===== src/rtl/fp_mul64_result_queue.sv =====
// Issue/result queue for the pipelined FP64 multiplier: credit-gated issue, a valid/tag
// shadow pipeline running alongside the multiplier, and a result FIFO toward the consumer.
module fp_mul64_result_queue #(
    parameter int LATENCY = 10,
    parameter int DEPTH   = 8,
    parameter int TAGW    = 4
) (
    input  logic                   clk,
    input  logic                   rst_n,
    input  logic                   flush,
    input  logic                   req_valid,
    output logic                   req_ready,
    input  logic [63:0]            req_a,
    input  logic [63:0]            req_b,
    input  logic [TAGW-1:0]        req_tag,
    output logic [63:0]            mul_a,
    output logic [63:0]            mul_b,
    input  logic [63:0]            mul_o,
    input  logic [3:0]             mul_flags,
    output logic                   rsp_valid,
    input  logic                   rsp_ready,
    output logic [63:0]            rsp_data,
    output logic [3:0]             rsp_flags,
    output logic [TAGW-1:0]        rsp_tag,
    output logic [$clog2(DEPTH):0] credits_used
);
    localparam int AW = $clog2(DEPTH);
    localparam int PW = AW + 1;
    // The issue cycle is shadow stage 1, so LATENCY-1 registers follow it and
    // vld_pipe[STAGES] is the stage that lines up with mul_o.
    localparam int STAGES = LATENCY - 2;

    typedef struct packed {
        logic [63:0]     data;
        logic [3:0]      flags;
        logic [TAGW-1:0] tag;
    } rsp_t;

    logic                      issue, pop, wr_en, empty, full;
    logic [PW-1:0]             wr_ptr, rd_ptr, credits_q;
    logic [STAGES:0]           vld_pipe;
    logic [STAGES:0][TAGW-1:0] tag_pipe;
    rsp_t                      mem [DEPTH];
    rsp_t                      head;

    assign mul_a = req_a;
    assign mul_b = req_b;

    // Ready depends only on registered credits, flush and reset, never on pop.
    assign req_ready = rst_n & ~flush & (credits_q < PW'(DEPTH));
    assign issue     = req_valid & req_ready;

    assign empty     = (wr_ptr == rd_ptr);
    assign full      = (wr_ptr[AW] != rd_ptr[AW]) && (wr_ptr[AW-1:0] == rd_ptr[AW-1:0]);
    assign rsp_valid = ~empty;
    assign pop       = rsp_valid & rsp_ready;
    assign wr_en     = vld_pipe[STAGES] & ~flush;

    assign head         = mem[rd_ptr[AW-1:0]];
    assign rsp_data     = head.data;
    assign rsp_flags    = head.flags;
    assign rsp_tag      = head.tag;
    assign credits_used = credits_q;

    always_ff @(posedge clk or negedge rst_n) begin
        if (!rst_n) begin
            vld_pipe <= '0;
        end else if (flush) begin
            vld_pipe <= '0;
        end else begin
            vld_pipe[0] <= issue;
            for (int k = 1; k <= STAGES; k++) vld_pipe[k] <= vld_pipe[k-1];
        end
    end

    always_ff @(posedge clk) begin
        tag_pipe[0] <= req_tag;
        for (int k = 1; k <= STAGES; k++) tag_pipe[k] <= tag_pipe[k-1];
    end

    always_ff @(posedge clk) begin
        if (wr_en) mem[wr_ptr[AW-1:0]] <= '{data: mul_o, flags: mul_flags, tag: tag_pipe[STAGES]};
    end

    // Captures move entries from in-flight into the FIFO, so they leave the credit count alone.
    always_ff @(posedge clk or negedge rst_n) begin
        if (!rst_n) begin
            wr_ptr    <= '0;
            rd_ptr    <= '0;
            credits_q <= '0;
        end else if (flush) begin
            wr_ptr    <= '0;
            rd_ptr    <= '0;
            credits_q <= '0;
        end else begin
            if (wr_en) wr_ptr <= wr_ptr + PW'(1);
            if (pop)   rd_ptr <= rd_ptr + PW'(1);
            case ({issue, pop})
                2'b10:   credits_q <= credits_q + PW'(1);
                2'b01:   credits_q <= credits_q - PW'(1);
                default: ;
            endcase
        end
    end

    a_no_write_when_full: assert property (@(posedge clk) disable iff (!rst_n)
        wr_en |-> !full);
    a_credit_bound: assert property (@(posedge clk) disable iff (!rst_n)
        credits_q <= PW'(DEPTH));
    a_credit_balance: assert property (@(posedge clk) disable iff (!rst_n)
        credits_q == PW'($countones(vld_pipe)) + (wr_ptr - rd_ptr));
endmodule

===== config.mk =====
export PLATFORM = sky130hd
export DESIGN_NAME = fp_mul64_result_queue
export DESIGN_NICKNAME = d
export VERILOG_FILES = /design/src/rtl/fp_mul64_result_queue.sv
export SDC_FILE = /design/constraint.sdc
export NUM_CORES = 1
export LEC_CHECK = 0
export CAP_MARGIN = 20
export CORE_AREA = 2 2 250 252
export DETAILED_ROUTE_END_ITERATION = 10
export DIE_AREA = 0 0 252 254
export PLACE_DENSITY = 0.75
export SETUP_SLACK_MARGIN = 0.4
export SLEW_MARGIN = 30
export SYNTH_ARGS = -nofsm -noshare
export SYNTH_HDL_FRONTEND = slang
export SYNTH_SLANG_ARGS = --single-unit

===== constraint.sdc =====
create_clock -name clk -period 10.2 [get_ports clk]
set_clock_uncertainty 0.15 [all_clocks]
set_input_delay 3.06 -clock clk [delete_from_list [all_inputs] [get_ports clk]]
set_output_delay 3.06 -clock clk [all_outputs]
set_load 0.01 [all_outputs]

# --- Word-level counts from Yosys, hierarchy flattened ---
# Memories as Yosys holds them, arrays and structs flattened.
# Cells that the tools add are included.
word_totals:
  reg_bits: 57
  mem_bits_rw: 576
  inputBits: 205
  out_inout_bits: 206
  wordCells: 41
  mem_count: 1
classes:
  add_sub_neg: 4
  order_cmp: 1
  n_eq_ne: 3
  mux: 9
  bitwise_logic: 7
  n_reduce_logical: 3
memory_table:
  columns: ["memory", "depth", "word_bits", "rd", "rd_ports_with_merged_regs", "write_ports", "line", "text"]
  rows:
  - ["mem", 8, 72, 1, 0, 1, "43", "rsp_t mem [DEPTH];"]
op_table:
  columns: ["cell", "count"]
  rows:
  - ["2-to-1 mux 4 bit", 5]
  - ["adder 4 x 1 -> 4 bit (second input constant)", 3]
  - ["2-to-1 mux 9 bit", 1]
  - ["case mux 4 bit (2 select lines)", 1]
  - ["bitwise AND 1 bit", 5]
  - ["== test 4 bit", 1]
  - ["< comparator 4 bit (second input constant)", 1]
  - ["nonzero test 2 bit", 2]
  - ["subtractor 4 x 1 -> 4 bit (second input constant)", 1]
  - ["nonzero test 3 bit", 1]
  - ["== test 2 x 1 -> 1 bit (second input constant)", 1]
  - ["== test 2 bit (second input constant)", 1]
  - ["2-to-1 mux 1 bit", 2]
  - ["NOT 1 bit", 2]

# --- Depth between registers and ports, before layout ---
# Gate-level depths: netlist of run 1.
logic_depth:
  word_depth: 7
  depth_mapped: 10

# --- Worst setup path before layout of run 1 ---
# OpenSTA, ideal clock, no wires.
synth_timing:
  path_type: "input port to flip-flop"
  from: "input flush"
  to: "memory mem[2][0] in the netlist's numbering (enable)"
  arrival_time_ns: 10.299
  required_time_ns: 9.370
  setup_slack_ns: -0.929
  path_stages: 3
  n_path_buf: 2
  cell_sequence: "buf_6 clkbuf_1 nor4_1"
synth_between:
  elab_chain_cells: 4
synth_lines:
  columns: ["item", "line", "text"]
  rows:
  - ["start: declaration", "10", "input logic flush,"]
  - ["NOT 1 bit", "57", "assign wr_en = vld_pipe[STAGES] & ~flush;"]
  - ["bitwise AND 1 bit", "57", null]
  - ["2-to-1 mux 1 bit", "82", "if (wr_en) mem[wr_ptr[AW-1:0]] <= '{data: mul_o, flags: mul_flags, tag: tag_pipe[STAGES]};"]
  - ["2-to-1 mux 1 bit (implied by the code)", "82", null]
  - ["end: declaration", "43", null]
# No other way between the ends.

# --- Worst setup path in the final report of run 1 ---
layout_timing:
  from: "input rst_n"
  to: "output req_ready"
layout_between:
  elab_chain_cells: 2
layout_lines:
  columns: ["item", "line", "text"]
  rows:
  - ["start: declaration", "9", "input logic rst_n,"]
  - ["bitwise AND 1 bit (2 in a row)", "50", "assign req_ready = rst_n & ~flush & (credits_q < PW'(DEPTH));"]
  - ["end: declaration", "12", "output logic req_ready,"]
# No other way between the ends.

==> results.toml, run 1 <==
[routing]
ant_nets = 0
via_per_inst = 5.152
drtPass1Iterations = 4
via_count = 10330
post-route-drc-count = 0
wl_per_cell_um = 23.34
drt-total-wl_mm = 46.79
drt_iter0_markers = 592

[grt]
track_usage = 0.1467
grt_max_degree = 79
antenna_found_initial = 2
grt-ovfl-total = 0
grt_pass1_vias = 11160
grt_pass1_wl_mm = 69.30

[yosys]
syn_nets = 1308
synth_cell_types = 35
syn_inst = 1098
seq_area_frac_synth = 0.7604
yosys_most_used_dff = "edfxtp_1"
synth_enable_flop_cells = 576
yosys_register_bits = 633
synth.avg_cell_area_um2 = 22.21
syn_area_um2 = 24390
yosys_warnings = 0
ys_async_sr_fraction = 0.03318

[worst_hold_path]
min-delay-start = "tag_pipe[12]$_DFF_P_"
worstHoldPathType = "register to register"
worstHoldPathCells = 0

[floorplan]
num_rows = 91
initial_core_util = 0.3981
die-area_um2 = 64010
die_w_um = 252
core_area_um2 = 61260
ios = 411
die_y_um = 254

[flow_run]
max-cap-violations = 0

[power]
p_leak_uw = 0.008690
powerDensity_nw_per_um2 = 185.6
irDropWorstVdd_uv = 148.0
power.total_uw = 5199

[timing]
worst_pin_slew_ns = 0.8756
fin_crit_sh = 0.7735
finalSetupViolCount = 0
slew-limit-headroom = 0.4163
rsz0062_at_grt = "no"
timing.fmax_ghz = 0.1268
fin_setup_tns_ns = 0
fin_crit_ns = 7.889
slew_viol_final = 0
hold_viol_final = 0

[clock_network]
numCtsBuffers = 66
clk_latency_ns = 0.58
clock_sinks = 633
ctsHoldBuffers = 0
cts.path.max_buffers = 3
cts_root_buffer = "clkbuf_16"
cts_setup_buffers = 0
cts_tree = "built"
clk_pin_slew_worst_paths_ns = 0.06
htree_levels = 3
cts_resized = 0

[setup_path]
cp-end-kind = "output pin"
r2r_cells = 11
rrSetupSlack_ns = 6.78
critPathRequiredTime_ns = 6.99
critPathMaxFanout = 22
arrival_ns = 4.68
path_class = "input pin to output pin"
r2r-start = "rd_ptr[2]$_DFFE_PN0P_"
start_kind = "input pin"
cp-startpoint = "rst_n"

[layout]
nNetsFinal = 1376
drive_above_1_share = 0.2815
layout_common_cells = "edfxtp_1 (576), clkdlybuf4s50_1 (153), mux4_2 (144)"
area_delta_synth_final_pct = 14.88
antenna_cells = 0
final_common_cell = "edfxtp_1"

[status]
status = "finished, final reports clean"

[placed_design]
place.gp.congestion = 0.7230
io_buffer_count = 154
dpl.hpwl_mm = 24.55
critical path: stages:
cell and delay (ns):
clkdlybuf4s50_1 0.46, buf_4 0.28, nor3b_1 0.29, clkdlybuf4s50_1 0.59
area by class of cell:
class	instances	area (µm²)
Fill cell	5008	33240
Sequential cell	633	18550
Multi-Input combinational cell	288	4614
Clock buffer	91	1839
Timing Repair Buffer	175	1767
Tap cell	790	988.4
Clock inverter	26	246.5
Inverter	2	7.507
registers in the layout, indices dropped and copies added (netlist names):
register      count
wr_ptr            4
tag_pipe         36
credits_used      4
rd_ptr            4
mem             576
vld_pipe          9
routing by layer:
metal	vias to the layer above	track usage	wire length, µm
met2	324	0.2494	23800
li1	4462	-	-
met4	4	0.04903	977
met3	76	0.04302	2793
met5	-	0	27
met1	5464	0.1799	19190
through the flow:
step	std cells	utilization	cell area, µm²	hold slack [ns]	worst slack (ns)
after floorplan	1098	-	24390	0.1596	1.114
after global placement	1886	0.4224	25870	0.1603	1.901
after detailed placement	1886	0.4224	25880	0.1621	1.929
after CTS	2003	0.4565	27960	0.1755	1.922
after global routing	2005	0.4574	28020	0.1796	2.218
final	2005	0.4574	28020	0.1743	2.311
cell usage after synthesis, types with 2 or more instances:
cell type / instances / share of area
a21oi_1: 2 / 0.00041
buf_1: 14 / 0.0022
buf_2: 3 / 0.00062
buf_4: 129 / 0.040
buf_6: 18 / 0.0083
clkbuf_1: 11 / 0.0017
dfrtp_1: 21 / 0.022
dfxtp_1: 36 / 0.030
edfxtp_1: 576 / 0.71
ha_1: 4 / 0.0021
inv_1: 2 / 0.00031
mux2_2: 72 / 0.033
mux2i_1: 2 / 0.00082
mux4_2: 144 / 0.13
nand2_1: 8 / 0.0012
nand4_1: 3 / 0.00077
nor2_1: 15 / 0.0023
nor2b_1: 8 / 0.0021
nor3_1: 4 / 0.00082
xnor2_1: 8 / 0.0029
xor2_1: 4 / 0.0014
logic make-up (layout without fill, tap and decap cells):
kind of cell	Yosys count	after routing	share of synthesized area
flops	633	633	0.7604
xor+xnor	13	13	0.004977
simple gates	45	45	0.009236
compound gates	7	7	0.002720
fa+ha+maj	5	5	0.002873
buf+inv	177	294	0.05279
mux	218	218	0.1671
final timing paths:
path / endpoint
min in group asynchronous: credits_used[3]$_DFFE_PN0P_
max reg2reg: credits_used[3]$_DFFE_PN0P_
max: req_ready
min reg2reg: tag_pipe[16]$_DFF_P_
min: tag_pipe[16]$_DFF_P_
max in group asynchronous: rd_ptr[0]$_DFFE_PN0P_
where the power goes:
| part | switching [µW] | internal, µW |
|---|---|---|
| Combinational | 33.7 | 29.9 |
| Clock | 949 | 1350 |
| Sequential | 4.02 | 2840 |
No activity file was read; power rests on OpenSTA's default activity.
==> run 2: changes to the inputs <==
--- a/config.mk
+++ b/config.mk
@@ -9,7 +9,7 @@
 export CORE_AREA = 2 2 250 252
 export DETAILED_ROUTE_END_ITERATION = 10
 export DIE_AREA = 0 0 252 254
-export PLACE_DENSITY = 0.75
+export PLACE_DENSITY = 0.77
 export SETUP_SLACK_MARGIN = 0.4
 export SLEW_MARGIN = 30
 export SYNTH_ARGS = -nofsm -noshare
==> constraint.sdc (replaced) <==
create_clock -name clk -period 7.1 [get_ports clk]
set_clock_uncertainty 0.15 [all_clocks]
set_input_delay 2.13 -clock clk [delete_from_list [all_inputs] [get_ports clk]]
set_output_delay 2.13 -clock clk [all_outputs]
set_load 0.01 [all_outputs]
==> results.toml, run 2 (synthesized netlist as in run 1, its figures left out) <==
[status]
status = "finished, final reports clean"

[layout]
fillers = 4977
final_cells = 2008
nNetsFinal = 1383
final_util = 0.4579
final_area_um2 = 28050
drive_above_1_share = 0.2865
area_delta_synth_final_pct = 15.02
layout_common_cells = "edfxtp_1 (576), clkdlybuf4s50_1 (154), mux4_2 (144)"
antenna_cells = 0
largest_reg_flops = 576
final_common_cell = "edfxtp_1"

[setup_path]
arrival_ns = 3.78
cp-end-kind = "output pin"
reg2reg_to = "credits_used[3]$_DFFE_PN0P_"
path_class = "input pin to output pin"
crit_chain = "clkdlybuf4s50_1 -> buf_4 -> nor3b_1 -> clkdlybuf4s50_1"
critPathRequiredTime_ns = 4.82
r2r_cells = 10
rrSetupSlack_ns = 3.98
max_stage_delay_ns = 0.60
worst-path-buf-inv = 3
path_common_cell = "clkdlybuf4s50_1"
cp_top_family = "buffers and inverters"
cp_slowest_cell = "clkdlybuf4s50_1"
start_kind = "input pin"
r2r-start = "rd_ptr[1]$_DFFE_PN0P_"
critPathMaxFanout = 22

[timing]
rsz0062_at_grt = "no"
worst_pin_slew_ns = 0.7565
slew_viol_final = 0
fin_ws_ns = 1.044
hold_viol_final = 0
timing.fmax_ghz = 0.1651
slew-limit-headroom = 0.4945
finalSetupViolCount = 0
fin_crit_sh = 0.8529
fin_crit_ns = 6.056

[power]
irDropWorstVdd_uv = 211.4
power.total_uw = 7466
powerDensity_nw_per_um2 = 266.2
p_leak_uw = 0.008706

[routing]
via_count = 10410
drt_iter0_markers = 677
ant_nets = 0
wl_per_cell_um = 22.67
via_per_inst = 5.186
drt-total-wl_mm = 45.53
drtPass1Iterations = 7
post-route-drc-count = 0

[floorplan]
num_rows = 91
ios = 411
die_w_um = 252
die_y_um = 254
core_area_um2 = 61260
initial_core_util = 0.3981
die-area_um2 = 64010

[clock_network]
clk_latency_ns = 0.59
clock_sinks = 633
ctsHoldBuffers = 0
cts_resized = 0
numCtsBuffers = 67
clk_pin_slew_worst_paths_ns = 0.06
cts_setup_buffers = 0
cts.path.max_buffers = 3
cts_root_buffer = "clkbuf_16"
cts_tree = "built"
htree_levels = 3

[placed_design]
dpl.hpwl_mm = 25.43
post_dp_cell_area_um2 = 25990
io_buffer_count = 154
dp_slack_ns = 1.015
place.gp.congestion = 0.7011
placed_cells = 1894

[grt]
grt_pass1_wl_mm = 68.17
track_usage = 0.1429
grt_max_degree = 73
antenna_found_initial = 0
grt_pass1_vias = 11270
grt-ovfl-total = 0

[worst_hold_path]
whs_endpoint = "tag_pipe[25]$_DFF_P_"
worstHoldPathCells = 0
min-delay-start = "tag_pipe[21]$_DFF_P_"
worstHoldPathType = "register to register"

[flow_run]
max-cap-violations = 0
==> run 2: cell count changes in the layout (fill, tap and decap cells not counted), moves of 2 or more <==
cell,before,now
clkinv_1,8,5
clkinv_2,9,7
inv_6,1,4
clkinv_4,1,3
buf_6,4,0
buf_12,3,6
clkbuf_1,19,17
buf_4,13,21
==> run 2: final cells by class <==
cell class | count | area (µm²) | area share
Sequential cell | 633 | 18550 | 0.6615
Multi-Input combinational cell | 288 | 4621 | 0.1647
Timing Repair Buffer | 181 | 1819 | 0.06486
Clock buffer | 87 | 1793 | 0.06392
Tap cell | 790 | 988.4 | 0.03524
Clock inverter | 27 | 266.5 | 0.009501
Inverter | 2 | 7.507 | 0.0002676
==> run 2: how the worst max path moves through the flow <==
stage / start / to / slack [ns] / cells past startpoint
floorplan: flush / mem[0][0]$_DFFE_PP_ / -1.06 / 3
global placement: rst_n / req_ready / 1.05 / 4
detailed placement: rst_n / req_ready / 1.01 / 4
CTS: rst_n / req_ready / 1.01 / 4
global route: rst_n / req_ready / 0.94 / 4
finish: rst_n / req_ready / 1.04 / 4
==> run 2: routing by layer <==
layer | share of wire | vias up | track usage | wire length [µm]
li1 | - | 4477 | - | -
met1 | 0.41 | 5551 | 0.1763 | 18810
met2 | 0.50 | 312 | 0.2376 | 22930
met3 | 0.061 | 71 | 0.04302 | 2761
met4 | 0.022 | 2 | 0.05393 | 1002
met5 | 0.00059 | - | 0.003861 | 27
==> run 2: per-stage QoR <==
step	TNS (ns)	hold WS (ns)
3_3_place_gp	0	0.1609
2_1_floorplan	-230.72	0.1596
4_1_cts	0	0.1681
5_1_grt	0	0.1734
3_5_place_dp	0	0.1621
6_report	0	0.1689
==> run 2: report_power, final <==
group	total (µW)	leakage [µW]	switching, µW	internal [µW]
clock network	3290	0.00101	1390	1910
logic	92.1	0.00193	48.5	43.7
registers	4080	0.00576	5.55	4070
total	7470	0.00871	1440	6020
==> run 2: worst register-to-register path: stages, from the launching register on <==
cell,delay (ns)
dfrtp_4,0.80
buf_4,0.45
xnor2_1,0.26
nand4_1,0.23
nand2_1,0.16
nor2_1,0.10
ha_1,0.28
a21o_1,0.15
a21oi_1,0.17
nand4b_1,0.12
a31oi_1,0.18
